==> src/rtl/dti_tniu_req_arb_packer_pkg.sv <==
// Shared widths, flit layout and arbiter FSM states for the TNIU request packer.
// Pure type/constant package: no latency, no backpressure.
// Payload packs {data, keep} with keep in the LSBs.
package dti_tniu_req_arb_packer_pkg;

    localparam int CUSTOM_DATA_WIDTH = 32;
    localparam int CUSTOM_KEEP_WIDTH = CUSTOM_DATA_WIDTH / 8;
    localparam int TBU_NUM_WIDTH     = 4;
    localparam int PAYLOAD_WIDTH     = CUSTOM_DATA_WIDTH + CUSTOM_KEEP_WIDTH;

    typedef enum logic [1:0] {
        IDLE  = 2'd0,
        PASS  = 2'd1,
        DRAIN = 2'd2
    } dti_arb_state_e;

    typedef struct packed {
        logic [PAYLOAD_WIDTH-1:0] payload;
        logic [TBU_NUM_WIDTH-1:0] srcid;
        logic [TBU_NUM_WIDTH-1:0] tgtid;
        logic                     qos;
        logic                     last;
    } dti_req_flit_t;

    // Source id wraps modulo 2^TBU_NUM_WIDTH by truncation.
    function automatic logic [TBU_NUM_WIDTH-1:0] src_id(input int base, input int idx);
        return TBU_NUM_WIDTH'(base + idx);
    endfunction

endpackage

==> src/rtl/dti_rr_arb.sv <==
// Round-robin pick: first asserted request at or above ptr, wrapping.
// Latency: combinational.
// Backpressure: none; the caller decides whether the pick is taken.
module dti_rr_arb #(
    parameter int N = 4
) (
    input  logic [N-1:0]         req,
    input  logic [$clog2(N)-1:0] ptr,
    output logic                 any,
    output logic [$clog2(N)-1:0] gnt_idx,
    output logic [N-1:0]         gnt_oh
);
    localparam int PW = $clog2(N);

    int          k;
    logic [PW-1:0] k_idx;

    always_comb begin
        any     = 1'b0;
        gnt_idx = '0;
        gnt_oh  = '0;
        k       = 0;
        k_idx   = '0;
        for (int i = 0; i < N; i++) begin
            k = int'(ptr) + i;
            if (k >= N) begin
                k = k - N;
            end
            k_idx = PW'(k);
            if (!any && req[k_idx]) begin
                any           = 1'b1;
                gnt_idx       = k_idx;
                gnt_oh[k_idx] = 1'b1;
            end
        end
    end

endmodule

==> src/rtl/dti_tniu_req_arb_packer.sv <==
// Round-robin message arbiter + flit packer feeding the TNIU async REQ FIFO.
// Latency: 1 cycle from beat accept to req_valid; 1 flit/cycle while req_ready.
// Backpressure: s_ready follows the output register load; req_threshold blocks new messages only.
module dti_tniu_req_arb_packer
    import dti_tniu_req_arb_packer_pkg::*;
#(
    parameter int NUM_SRC     = 4,
    parameter int SRC_ID_BASE = 0,
    parameter int MAX_BEATS   = 16
) (
    input  logic                                             clk,
    input  logic                                             rst,
    input  logic [NUM_SRC-1:0]                               s_valid,
    input  logic [NUM_SRC-1:0][CUSTOM_DATA_WIDTH-1:0]        s_data,
    input  logic [NUM_SRC-1:0][CUSTOM_KEEP_WIDTH-1:0]        s_keep,
    input  logic [NUM_SRC-1:0]                               s_last,
    input  logic [NUM_SRC-1:0][TBU_NUM_WIDTH-1:0]            s_tgtid,
    output logic [NUM_SRC-1:0]                               s_ready,
    output logic                                             req_valid,
    output logic [PAYLOAD_WIDTH-1:0]                         req_payload,
    output logic                                             req_last,
    output logic [TBU_NUM_WIDTH-1:0]                         req_srcid,
    output logic [TBU_NUM_WIDTH-1:0]                         req_tgtid,
    output logic                                             req_qos,
    input  logic                                             req_threshold,
    input  logic                                             req_ready,
    output logic                                             err_len
);
    localparam int PW = $clog2(NUM_SRC);
    localparam int BW = $clog2(MAX_BEATS);

    dti_arb_state_e state;
    logic [PW-1:0]  rr_ptr;
    logic [PW-1:0]  gnt;
    logic [BW-1:0]  beat_cnt;
    logic [TBU_NUM_WIDTH-1:0] tgt_q;
    dti_req_flit_t  flit_q;
    logic           valid_q;
    logic           err_q;

    logic           pick_any;
    logic [PW-1:0]  pick_idx;
    logic [NUM_SRC-1:0] pick_oh;

    logic           load;
    logic [PW-1:0]  sel;
    logic           acc;
    logic           emit;
    logic           beat_last;
    logic           at_max;
    logic [PW-1:0]  nxt_ptr;

    dti_rr_arb #(.N(NUM_SRC)) u_arb (
        .req     (s_valid),
        .ptr     (rr_ptr),
        .any     (pick_any),
        .gnt_idx (pick_idx),
        .gnt_oh  (pick_oh)
    );

    assign load      = !valid_q || req_ready;
    assign beat_last = s_last[sel];
    assign at_max    = (beat_cnt == BW'(MAX_BEATS - 1));
    assign nxt_ptr   = (sel == PW'(NUM_SRC - 1)) ? '0 : sel + PW'(1);

    always_comb begin
        s_ready = '0;
        sel     = gnt;
        case (state)
            IDLE: begin
                sel = pick_idx;
                if (!req_threshold && pick_any && load) begin
                    s_ready = pick_oh;
                end
            end
            PASS:    s_ready[gnt] = load;
            // Truncated tail is swallowed regardless of the output stage.
            DRAIN:   s_ready[gnt] = 1'b1;
            default: s_ready = '0;
        endcase
        if (rst) begin
            s_ready = '0;
        end
        acc  = |(s_ready & s_valid);
        emit = acc && (state != DRAIN);
    end

    always_ff @(posedge clk) begin
        if (rst) begin
            state      <= IDLE;
            rr_ptr     <= '0;
            gnt        <= '0;
            beat_cnt   <= '0;
            tgt_q      <= '0;
            valid_q    <= 1'b0;
            err_q      <= 1'b0;
            flit_q     <= '0;
            flit_q.qos <= 1'b1;
        end else begin
            err_q <= 1'b0;
            if (load) begin
                valid_q <= emit;
            end
            if (emit) begin
                flit_q.payload <= {s_data[sel], s_keep[sel]};
                flit_q.srcid   <= src_id(SRC_ID_BASE, int'(sel));
                flit_q.tgtid   <= (state == IDLE) ? s_tgtid[sel] : tgt_q;
                flit_q.qos     <= 1'b1;
                flit_q.last    <= beat_last || ((state == PASS) && at_max);
            end
            case (state)
                IDLE: begin
                    if (acc) begin
                        gnt   <= sel;
                        tgt_q <= s_tgtid[sel];
                        if (beat_last) begin
                            rr_ptr   <= nxt_ptr;
                            beat_cnt <= '0;
                        end else begin
                            state    <= PASS;
                            beat_cnt <= BW'(1);
                        end
                    end
                end
                PASS: begin
                    if (acc) begin
                        if (beat_last) begin
                            rr_ptr   <= nxt_ptr;
                            beat_cnt <= '0;
                            state    <= IDLE;
                        end else if (at_max) begin
                            err_q <= 1'b1;
                            state <= DRAIN;
                        end else begin
                            beat_cnt <= beat_cnt + BW'(1);
                        end
                    end
                end
                DRAIN: begin
                    if (acc && beat_last) begin
                        rr_ptr   <= nxt_ptr;
                        beat_cnt <= '0;
                        state    <= IDLE;
                    end
                end
                default: state <= IDLE;
            endcase
        end
    end

    assign req_valid   = valid_q;
    assign req_payload = flit_q.payload;
    assign req_last    = flit_q.last;
    assign req_srcid   = flit_q.srcid;
    assign req_tgtid   = flit_q.tgtid;
    assign req_qos     = flit_q.qos;
    assign err_len     = err_q;

endmodule

==> config.mk <==
export PLATFORM = sky130hd
export DESIGN_NAME = dti_tniu_req_arb_packer
export DESIGN_NICKNAME = d
export VERILOG_FILES = /design/src/rtl/dti_tniu_req_arb_packer_pkg.sv /design/src/rtl/dti_rr_arb.sv /design/src/rtl/dti_tniu_req_arb_packer.sv
export SDC_FILE = /design/constraint.sdc
export NUM_CORES = 1
export LEC_CHECK = 0
export CORE_ASPECT_RATIO = 0.5
export CORE_MARGIN = 2
export CORE_UTILIZATION = 30
export DETAILED_ROUTE_END_ITERATION = 6
export MAX_ROUTING_LAYER = met4
export PLACE_DENSITY = 0.64
export SETUP_SLACK_MARGIN = 0.2
export SYNTH_ARGS = -nofsm -noshare
export SYNTH_HDL_FRONTEND = slang
export SYNTH_SLANG_ARGS = --single-unit
export TNS_END_PERCENT = 100
==> constraint.sdc <==
create_clock -name clk -period 10.4 [get_ports clk]
set_input_delay 2.6 -clock clk [delete_from_list [all_inputs] [get_ports clk]]
set_output_delay 2.6 -clock clk [all_outputs]
set_load 0.02 [all_outputs]
==> impl_metrics.ini, run 1 <==
[finish]
fillCellCount = 1404
num-nets-final = 828
most-common-layout-cells = sky130_fd_sc_hd__clkdlybuf4s50_1, sky130_fd_sc_hd__nand2_1, sky130_fd_sc_hd__dfxtp_1, sky130_fd_sc_hd__mux4_2, sky130_fd_sc_hd__nor2_1
antenna_diode_instance_count = 0
layout_commonest_cell = sky130_fd_sc_hd__clkdlybuf4s50_1
layout_cells_sized_above_1 = 0.203
areaGrowthSynthToFinish_pct = 57.2
final_cell_area_um2 = 7080

[detailed_routing]
post-route-drc-count = 0
detailroute.via_count = 4235
drtAntennaViolNets = 0
route.detailed.vias_per_inst = 5.00
totalWireLength_mm = 13.9
number_of_iterations_in_the_first_detailed_routing_pass = 4
dr.first_iter.drc_count = 201
routed_wire_length_per_instance_um = 16.4

[setup_path]
cp_required_ps = 7800
worst-path-buf-inv = 2
crit_path_frequent_cell = sky130_fd_sc_hd__nor2_1
timing.reg2reg.worst_path_depth = 10
crit_path_max_delay_cell_type = sky130_fd_sc_hd__mux4_2
cp_data_arrival_time_ps = 5360
timing.critical_path.from_type = input pin
critPathKind = input pin to output port
crit-reg2reg-capture = req_last
r2r-start = rr_ptr[0]
worst_path_dominant_cell_family = buffers and inverters
critical_path.endpoint_type = output port
critPathLaunch = s_valid[0]
crit_path_max_fanout = 16
cp-endpoint = s_ready[2]
setup.reg_to_reg.worst_slack_ps = 6030
timing.critical_path.depth = 9
timing.critical_path.cells = clkdlybuf4s50_1 > mux4_2 > a221oi_2 > nor2_1 > a21oi_1 > nor2_1 > a21oi_1 > nor2_1 > clkdlybuf4s50_1
timing.critical_path.slowest_cell_delay_ps = 680

[synth]
synth_async_sr_flop_share = 0
synthSimpleGateAreaFrac = 0.177
yosys_register_bits = 59
netlist_area_um2 = 4500
synth-compound-area-share = 0.186
yosysWarningCount = 0
synth_mux_area_frac = 0.272
post_synthesis_share_of_cell_area_spent_on_xor_and_xnor_gates = 0.00194
yosysSeqAreaShare = 0.262
syn_area_per_cell_um2 = 10.1
number_of_different_library_cells_in_the_post_synthesis_netlist = 70
synth_fa_ha_area_frac = 0.0333
dominant_combinational_cell_family_by_area_after_synthesis = multiplexers
number_of_synthesized_flops_with_an_enable_pin = 0
post_synth_inst_count = 448
synth_flop_cell = sky130_fd_sc_hd__dfxtp_1

[power_and_ir_drop]
power.switching_fraction = 0.405
ir_drop_mv = 0.123
power.static_leakage_nw = 2.52
pwr_density_cell_nw_per_um2 = 265
power.share.clock = 0.182
comb_power_share = 0.626
power.sequential.fraction = 0.192
p_int_w = 0.00112
power_switching_w = 0.000760

[placed_design]
gpl.final_weighted_congestion = 0.853
buffer_ports.inserted = 220
post_dp_cell_area_um2 = 6740
dpl.hpwl_mm = 10.6

[clocking]
cts_setup_buffers = 0
clk_path_buf_depth = 2
cts_tree = done
cts_num_sinks = 59
clkSlewWorstSetupHoldPaths_ps = 50
cts.hold.buffers_added = 0
cts.repair.resized = 0
h-tree-depth = 3
clk_latency_ps = 320
cts_inserted_buffers = 9
clk_root_buffer_cell = sky130_fd_sc_hd__clkbuf_16

[timing]
fin_crit_sh = 0.765
max_freq_mhz = 126
final_setup_violations = 0
layout_min_cycle_time_ps = 7960
timing.hold.ws_ps = 452
skew_ps = 7.76
report.final.slew_viol_count = 0
rsz0062_at_grt = no
worst_slew_margin_relative_to_its_limit = 0.201
timing_hold_violations_final = 0
tns_ps = 0
tightest_slew_ps = 1200

[floorplanning]
placement_rows = 31
fp.coreArea_um2 = 14600
floorplan.initialDensity = 0.309
die-area_um2 = 16100
die_x_um = 177
die_h_um = 90.6
io-pin-count = 224

[grt]
grt-ovfl-total = 0
track_usage = 0.182
pin_count_of_the_biggest_net_entering_global_routing = 57
grt_antenna_before_repair = 0
grt_first_pass_wirelength_mm = 22.7
grt_pass1_vias = 4601

[job]
count_of_maximum_capacitance_violations = 0

[outcome]
outcome = finished, final reports clean

[hold_path]
hold_path.class = flip-flop to flip-flop
layer usage:
| metal | wire length, um | share of wire | track usage | vias to the layer above |
|---|---|---|---|---|
| li1 | - | - | - | 2035 |
| met1 | 5840 | 0.42 | 0.207 | 2077 |
| met2 | 7380 | 0.53 | 0.327 | 105 |
| met3 | 475 | 0.034 | 0.0311 | 18 |
| met4 | 206 | 0.015 | 0.0574 | 0 |
| met5 | 0 | 0 | - | - |
cells by family after synthesis:
logic type                 Yosys count
DFF                                 59
muxes                               66
adders and majority gates           12
AOI/OAI and AO/OA                   99
buffers and inverters               51
xor gates and xnor gates             1
and+or+nand+nor                    158
other                                2
Yosys cell counts, drive strengths merged (2+ instances only):
master / count / share of area
a211o: 3 / 0.0058
a211oi: 7 / 0.017
a21o: 5 / 0.0083
a21oi: 49 / 0.073
a221oi: 3 / 0.010
a22o: 2 / 0.0039
a22oi: 2 / 0.0033
a31oi: 2 / 0.0061
a32oi: 2 / 0.0056
and3: 3 / 0.0042
buf: 26 / 0.045
clkbuf: 14 / 0.012
conb: 2 / 0.0017
dfxtp: 59 / 0.26
ha: 12 / 0.033
inv: 11 / 0.0092
mux2: 2 / 0.0050
mux2i: 20 / 0.047
mux4: 44 / 0.22
nand2: 86 / 0.082
nand2b: 5 / 0.0069
nand3: 6 / 0.0067
nand4b: 2 / 0.0072
nor2: 31 / 0.026
nor2b: 3 / 0.0058
nor3: 3 / 0.0058
nor3b: 5 / 0.0094
o211ai: 5 / 0.0083
o21ai: 3 / 0.0033
o221ai: 3 / 0.0072
o22ai: 2 / 0.0042
or2: 4 / 0.0056
or3: 2 / 0.0028
or3b: 4 / 0.0078
state kept, by name, indices dropped and copies added, names as in the netlist:
name,cells
req_payload,36
beat_cnt,4
req_tgtid,4
tgt_q,4
gnt,2
req_srcid,2
rr_ptr,2
state,2
err_len,1
req_last,1
req_valid,1
through the flow:
step / power (W) / utilization / cells / setup slack, ps
after floorplan: 0.00126 / - / 449 / 3680
after global placement: 0.00155 / 0.462 / 831 / 2510
after detailed placement: 0.00156 / 0.462 / 831 / 2450
after CTS: 0.00191 / 0.485 / 847 / 2450
after global routing: 0.00201 / 0.485 / 847 / 2180
final: 0.00188 / 0.485 / 847 / 2440
cell type report:
class | instances | area, um2 | share of cell area
sequential | 59 | 1180 | 0.167
multi-input combinational | 339 | 3040 | 0.429
timing repair buffer | 224 | 2230 | 0.315
clock inverter | 4 | 97.6 | 0.0138
tap | 198 | 248 | 0.0350
inverter | 11 | 41.3 | 0.00583
clock buffer | 12 | 246 | 0.0348
power groups by stage:
stage | Sequential [W] | Combinational, W | Clock, W
final | 0.000362 | 0.00118 | 0.000341
after global routing | 0.000374 | 0.00128 | 0.000361
after CTS | 0.000363 | 0.00120 | 0.000350
after detailed placement | 0.000366 | 0.00119 | 0
after global placement | 0.000363 | 0.00118 | 0
after floorplan | 0.000415 | 0.000840 | 0
worst min path at each step:
stage | end | slack [ps] | cells past startpoint | from
global placement | req_payload[6] | 440 | 2 | req_payload[6]
finish | req_payload[30] | 450 | 2 | req_payload[30]
global route | req_payload[21] | 470 | 2 | req_payload[21]
detailed placement | req_payload[30] | 450 | 2 | req_payload[30]
CTS | req_payload[30] | 460 | 2 | req_payload[30]
floorplan | beat_cnt[1] | 450 | 2 | beat_cnt[1]
worst reg2reg max path, cell delays in order, from the launching register on:
cell and delay (ps):
sky130_fd_sc_hd__dfxtp_1 740, sky130_fd_sc_hd__inv_1 250, sky130_fd_sc_hd__ha_1 570, sky130_fd_sc_hd__mux4_2 670, sky130_fd_sc_hd__nor2b_4 180, sky130_fd_sc_hd__a221oi_2 100, sky130_fd_sc_hd__o32ai_4 400, sky130_fd_sc_hd__nor3_4 110
sky130_fd_sc_hd__nor2_4 900, sky130_fd_sc_hd__nor2_1 100, sky130_fd_sc_hd__a211oi_1 260
No activity file was read; power rests on OpenSTA's default activity.
==> run 2, diff against run 1 <==
PLACE_DENSITY = 0.66   (was 0.64)
clock period = 6.86 ns   (was 10.4 ns; I/O delays follow)
==> run 2 against run 1 <==
  * Non-clock buffer count is 2 higher
  * First-iteration DRC count is 24% higher
  * Worst hold slack better by 0.76 ps
  * Combinational power is 53% higher
  * Count of clock-buffer cells in the layout is 1 lower
  * Core utilization hardly changed
  * Design area hardly changed
  * Power is 51% higher
  * Via count is 0.24% higher
  * Largest power group unchanged
  * Setup slack worse by 1800 ps
  * Clock skew is 3.6 ps lower
==> impl_metrics.ini, run 2 (synthesized netlist as in run 1, its figures left out) <==
[outcome]
outcome = finished, final reports clean

[timing]
fin_ws_ps = 648
fin_crit_sh = 0.905
tns_ps = 0
layout_min_cycle_time_ps = 6210
tightest_slew_ps = 1110
report.final.slew_viol_count = 0
rsz0062_at_grt = no
timing_hold_violations_final = 0
worst_slew_margin_relative_to_its_limit = 0.260
final_setup_violations = 0
skew_ps = 4.15
max_freq_mhz = 161

[grt]
grt_first_pass_wirelength_mm = 22.9
grt_pass1_vias = 4385
grt-ovfl-total = 0
grt_antenna_before_repair = 0
track_usage = 0.183
pin_count_of_the_biggest_net_entering_global_routing = 56

[power_and_ir_drop]
ir_drop_mv = 0.165
power.static_leakage_nw = 2.52
pwr_density_cell_nw_per_um2 = 400

[detailed_routing]
totalWireLength_mm = 14.1
drtAntennaViolNets = 0
post-route-drc-count = 0
wl_met3_um = 519
routed_wire_length_per_instance_um = 16.6
met2WireLength_mm = 6.94
number_of_iterations_in_the_first_detailed_routing_pass = 4
dr.first_iter.drc_count = 250
detail_route.wirelength.met1_mm = 6.46
top_layer_used = met4
detailroute.via_count = 4245
route.detailed.vias_per_inst = 5.00

[clocking]
clk_latency_ps = 320
clk_root_buffer_cell = sky130_fd_sc_hd__clkbuf_16
cts.repair.resized = 0
cts_num_sinks = 59
cts_inserted_buffers = 9
clk_path_buf_depth = 2
h-tree-depth = 3
cts.hold.buffers_added = 0
cts_setup_buffers = 0
cts_tree = done
clkSlewWorstSetupHoldPaths_ps = 50

[placed_design]
buffer_ports.inserted = 220
gpl.final_weighted_congestion = 0.887
post-place-ws_ps = 685
dpl.hpwl_mm = 10.9

[setup_path]
critPathKind = input pin to output port
timing.critical_path.from_type = input pin
crit_path_max_fanout = 16
cp_required_ps = 5140
setup.reg_to_reg.worst_slack_ps = 2450
critical_path.endpoint_type = output port
timing.reg2reg.worst_path_depth = 10
crit-reg2reg-capture = req_payload[1]
r2r-start = rr_ptr[0]
critPathLaunch = s_valid[0]
cp_data_arrival_time_ps = 4500

[floorplanning]
die_x_um = 177
io-pin-count = 224
die-area_um2 = 16100
floorplan.initialDensity = 0.309
fp.coreArea_um2 = 14600
die_h_um = 90.6
placement_rows = 31

[job]
count_of_maximum_capacitance_violations = 0

[finish]
layout_commonest_cell = sky130_fd_sc_hd__clkdlybuf4s50_1
max_reg_flops = 36
layout_cells_sized_above_1 = 0.206
num-nets-final = 830
antenna_diode_instance_count = 0
areaGrowthSynthToFinish_pct = 57.1
most-common-layout-cells = sky130_fd_sc_hd__clkdlybuf4s50_1, sky130_fd_sc_hd__nand2_1, sky130_fd_sc_hd__dfxtp_1, sky130_fd_sc_hd__mux4_2, sky130_fd_sc_hd__nor2_1
utilization = 0.485

[hold_path]
hold_path.class = flip-flop to flip-flop
hp-start = req_payload[30]
hold_end = req_payload[30]
timing.hold.worst_path_depth = 2
==> run 2: changes by cell type in the layout (fill, tap and decap cells not counted) <==
cell	delta
sky130_fd_sc_hd__buf_12	+1
sky130_fd_sc_hd__buf_4	+1
sky130_fd_sc_hd__bufinv_16	-1
sky130_fd_sc_hd__clkbuf_8	-1
sky130_fd_sc_hd__clkinv_2	+2
==> run 2: final cells by class <==
| class | count | area, um2 |
|---|---|---|
| multi-input combinational | 339 | 3040 |
| fill | 1381 | 7510 |
| inverter | 11 | 41.3 |
| tap | 198 | 248 |
| sequential | 59 | 1180 |
| timing repair buffer | 226 | 2250 |
| clock inverter | 5 | 77.6 |
| clock buffer | 11 | 233 |
==> run 2: critical path: stages <==
cell                              delay (ps)
sky130_fd_sc_hd__clkdlybuf4s50_1         670
sky130_fd_sc_hd__mux4_2                  690
sky130_fd_sc_hd__a221oi_2                450
sky130_fd_sc_hd__nor2_1                   90
sky130_fd_sc_hd__a21oi_1                 130
sky130_fd_sc_hd__o32a_1                  160
sky130_fd_sc_hd__nor2_1                   40
sky130_fd_sc_hd__clkdlybuf4s50_1         540
==> run 2: worst max-delay path by stage <==
stage,to,depth (start not counted)
2_1_floorplan,s_ready[2],9
3_3_place_gp,s_ready[0],8
3_5_place_dp,s_ready[0],8
4_1_cts,s_ready[0],8
5_1_grt,s_ready[0],8
6_report,s_ready[0],8
==> run 2: where the power goes <==
| group | switching (W) | internal, W | total (W) | leakage, nW |
|---|---|---|---|---|
| Sequential | 0.0000952 | 0.000455 | 0.000550 | 0.480 |
| Clock | 0.000151 | 0.000316 | 0.000468 | 0.150 |
| Combinational | 0.000919 | 0.000894 | 0.00181 | 1.89 |
==> run 2: metal layers <==
metal / global-route usage / vias to the layer above
met1: 0.233 / 2081
met4: 0.0444 / 0
met3: 0.0328 / 18
met2: 0.300 / 99
met5: - / -
li1: - / 2047
==> run 2: through the flow <==
| step | instances | hold slack, ps | total power, W | cell area, um2 |
|---|---|---|---|---|
| 6_report | 849 | 453 | 0.00283 | 7070 |
| 3_3_place_gp | 833 | 442 | 0.00237 | 6760 |
| 4_1_cts | 849 | 455 | 0.00286 | 7070 |
| 5_1_grt | 849 | 476 | 0.00303 | 7070 |
| 2_1_floorplan | 449 | 452 | 0.00190 | 4510 |
| 3_5_place_dp | 833 | 448 | 0.00238 | 6760 |
==> RTL edit, RTL diff (settings of run 2) <==
Register the output `err_len` once more, cleared by the reset; this adds one clock of latency there. The other outputs are not delayed to match.
--- a/src/rtl/dti_tniu_req_arb_packer.sv
+++ b/src/rtl/dti_tniu_req_arb_packer.sv
@@ -156,3 +156,9 @@
     assign req_qos     = flit_q.qos;
-    assign err_len     = err_q;
+    always_ff @(posedge clk) begin
+        if (rst) begin
+            err_len <= '0;
+        end else begin
+            err_len <= err_q;
+        end
+    end
 
Check against the original RTL: no difference found for any inputs over 4 cycles, from zero or initial values and one cycle with rst high; that may be too few to reach the edited logic, so the function may still have changed.
==> RTL edit against run 2 <==
Final area grew 1.6%; sequential cell count grew 1; fmax shrank 3.4%; cell count grew 24%; largest power group unchanged; synthesized area grew 2.6%; routed wire length grew 10%; critical path depth is the same; register-to-register slack lost 0.14 ns; core utilization grew 0.26 points; worst setup slack lost 0.22 ns; die area grew 2.5%; largest cell class unchanged; power grew 6.6%.
==> RTL edit: results (changes against run 2) <==
The flow ran to the end, and the final reports show no timing, DRC or antenna violations. The tools report the via count of the first global-routing pass as 4860 (was 4385). The post-synthesis compound-gate area fraction came out at 21.93% (was 18.59%). The tools report the share of the yosys chip area belonging to registers as 26.00% (was 26.23%). The number of distinct library cells after synthesis was 62 (was 70). The vias per cell is 4.983 (was 5.000). Start point of the worst min-delay path: req_payload[12] (was req_payload[30]). Wire length per cell: 14.76 um (was 16.61 um). The post-synthesis share of cell area spent on full adders, half adders and majority gates works out to 3.249% (was 3.334%). The number of DRC violations after detailed-routing iteration 0 is 453 (was 250), and the HPWL after detailed placement is 11720 um (was 10910 um). The share of cell area taken by muxes after synthesis is 8.313% (was 27.23%). The register-to-register setup slack came out at 2.31 ns (was 2.45 ns).

The slew at the pin closest to its max-slew limit is 0.7599 ns (was 1.110 ns). The layout net count is 1032 (was 830), and the maximum number of pins on one net before global-route repair is 61 (was 56). Total routing resource utilization after global routing: 18.98% (was 18.25%). The tools report the end of the worst register-to-register path as beat_cnt[1] (was req_payload[1]).

First-pass GRT wire length: 24870 um (was 22850 um). The minimum hold slack is 0.4517 ns (was 0.4527 ns), and the synthesized area per cell is 6.980 sq um (was 10.05 sq um). The tools report the data arrival at the endpoint of the critical path as 4.72 ns (was 4.50 ns). Cell with the largest stage delay on the worst path: sky130_fd_sc_hd__mux4_1 (was sky130_fd_sc_hd__mux4_2).

Area after detailed placement: 6883 sq um (was 6763 sq um). The tools report the startpoint of the worst-slack reg-to-reg timing path as rr_ptr[1] (was rr_ptr[0]). Top post-synthesis cells by area: sky130_fd_sc_hd__dfxtp_1, sky130_fd_sc_hd__nand2_1, sky130_fd_sc_hd__o211ai_1 (was sky130_fd_sc_hd__dfxtp_1, sky130_fd_sc_hd__mux4_2, sky130_fd_sc_hd__nand2_1). The post-synthesis xor/xnor area fraction was 0.1895% (was 0.1945%). The final estimated routing congestion in global placement was 0.8391 (was 0.8871); the peak supply drop was 0.2278 mV (was 0.1647 mV).
## RTL edit: power breakdown
group          leakage (nW)  switching [W]  internal [W]
Combinational          2.13        0.00121      0.000801
Clock                 0.149       0.000153      0.000299
Sequential            0.488      0.0000818      0.000477
## RTL edit: worst reg2reg max path: cells and delay by family, from the launching register on
family | cells | cell delay, ns
muxes | 2 | 0.80
buffers and inverters | 2 | 0.66
and+or+nand+nor | 4 | 1.27
adders and majority gates | 1 | 0.56
AOI/OAI and AO/OA | 2 | 0.50
DFF | 1 | 0.70
## RTL edit: metal layers
metal  wire (um)  track usage, %  up-vias
met2        7744           32.38      115
li1            -               -     2668
met3         576           4.051       24
met4         358           6.030        0
met1        6838           22.55     2430
met5           0               -        -
## RTL edit: cell type report
type,count,area [sq um]
flip-flops and latches,60,1201
multi-input cells,536,3113
well taps,198,247.7
repair buffers,232,2287
fillers,1469,7552
clock inverters,4,47.55
clock buffers,12,256.5
inverters,9,33.78
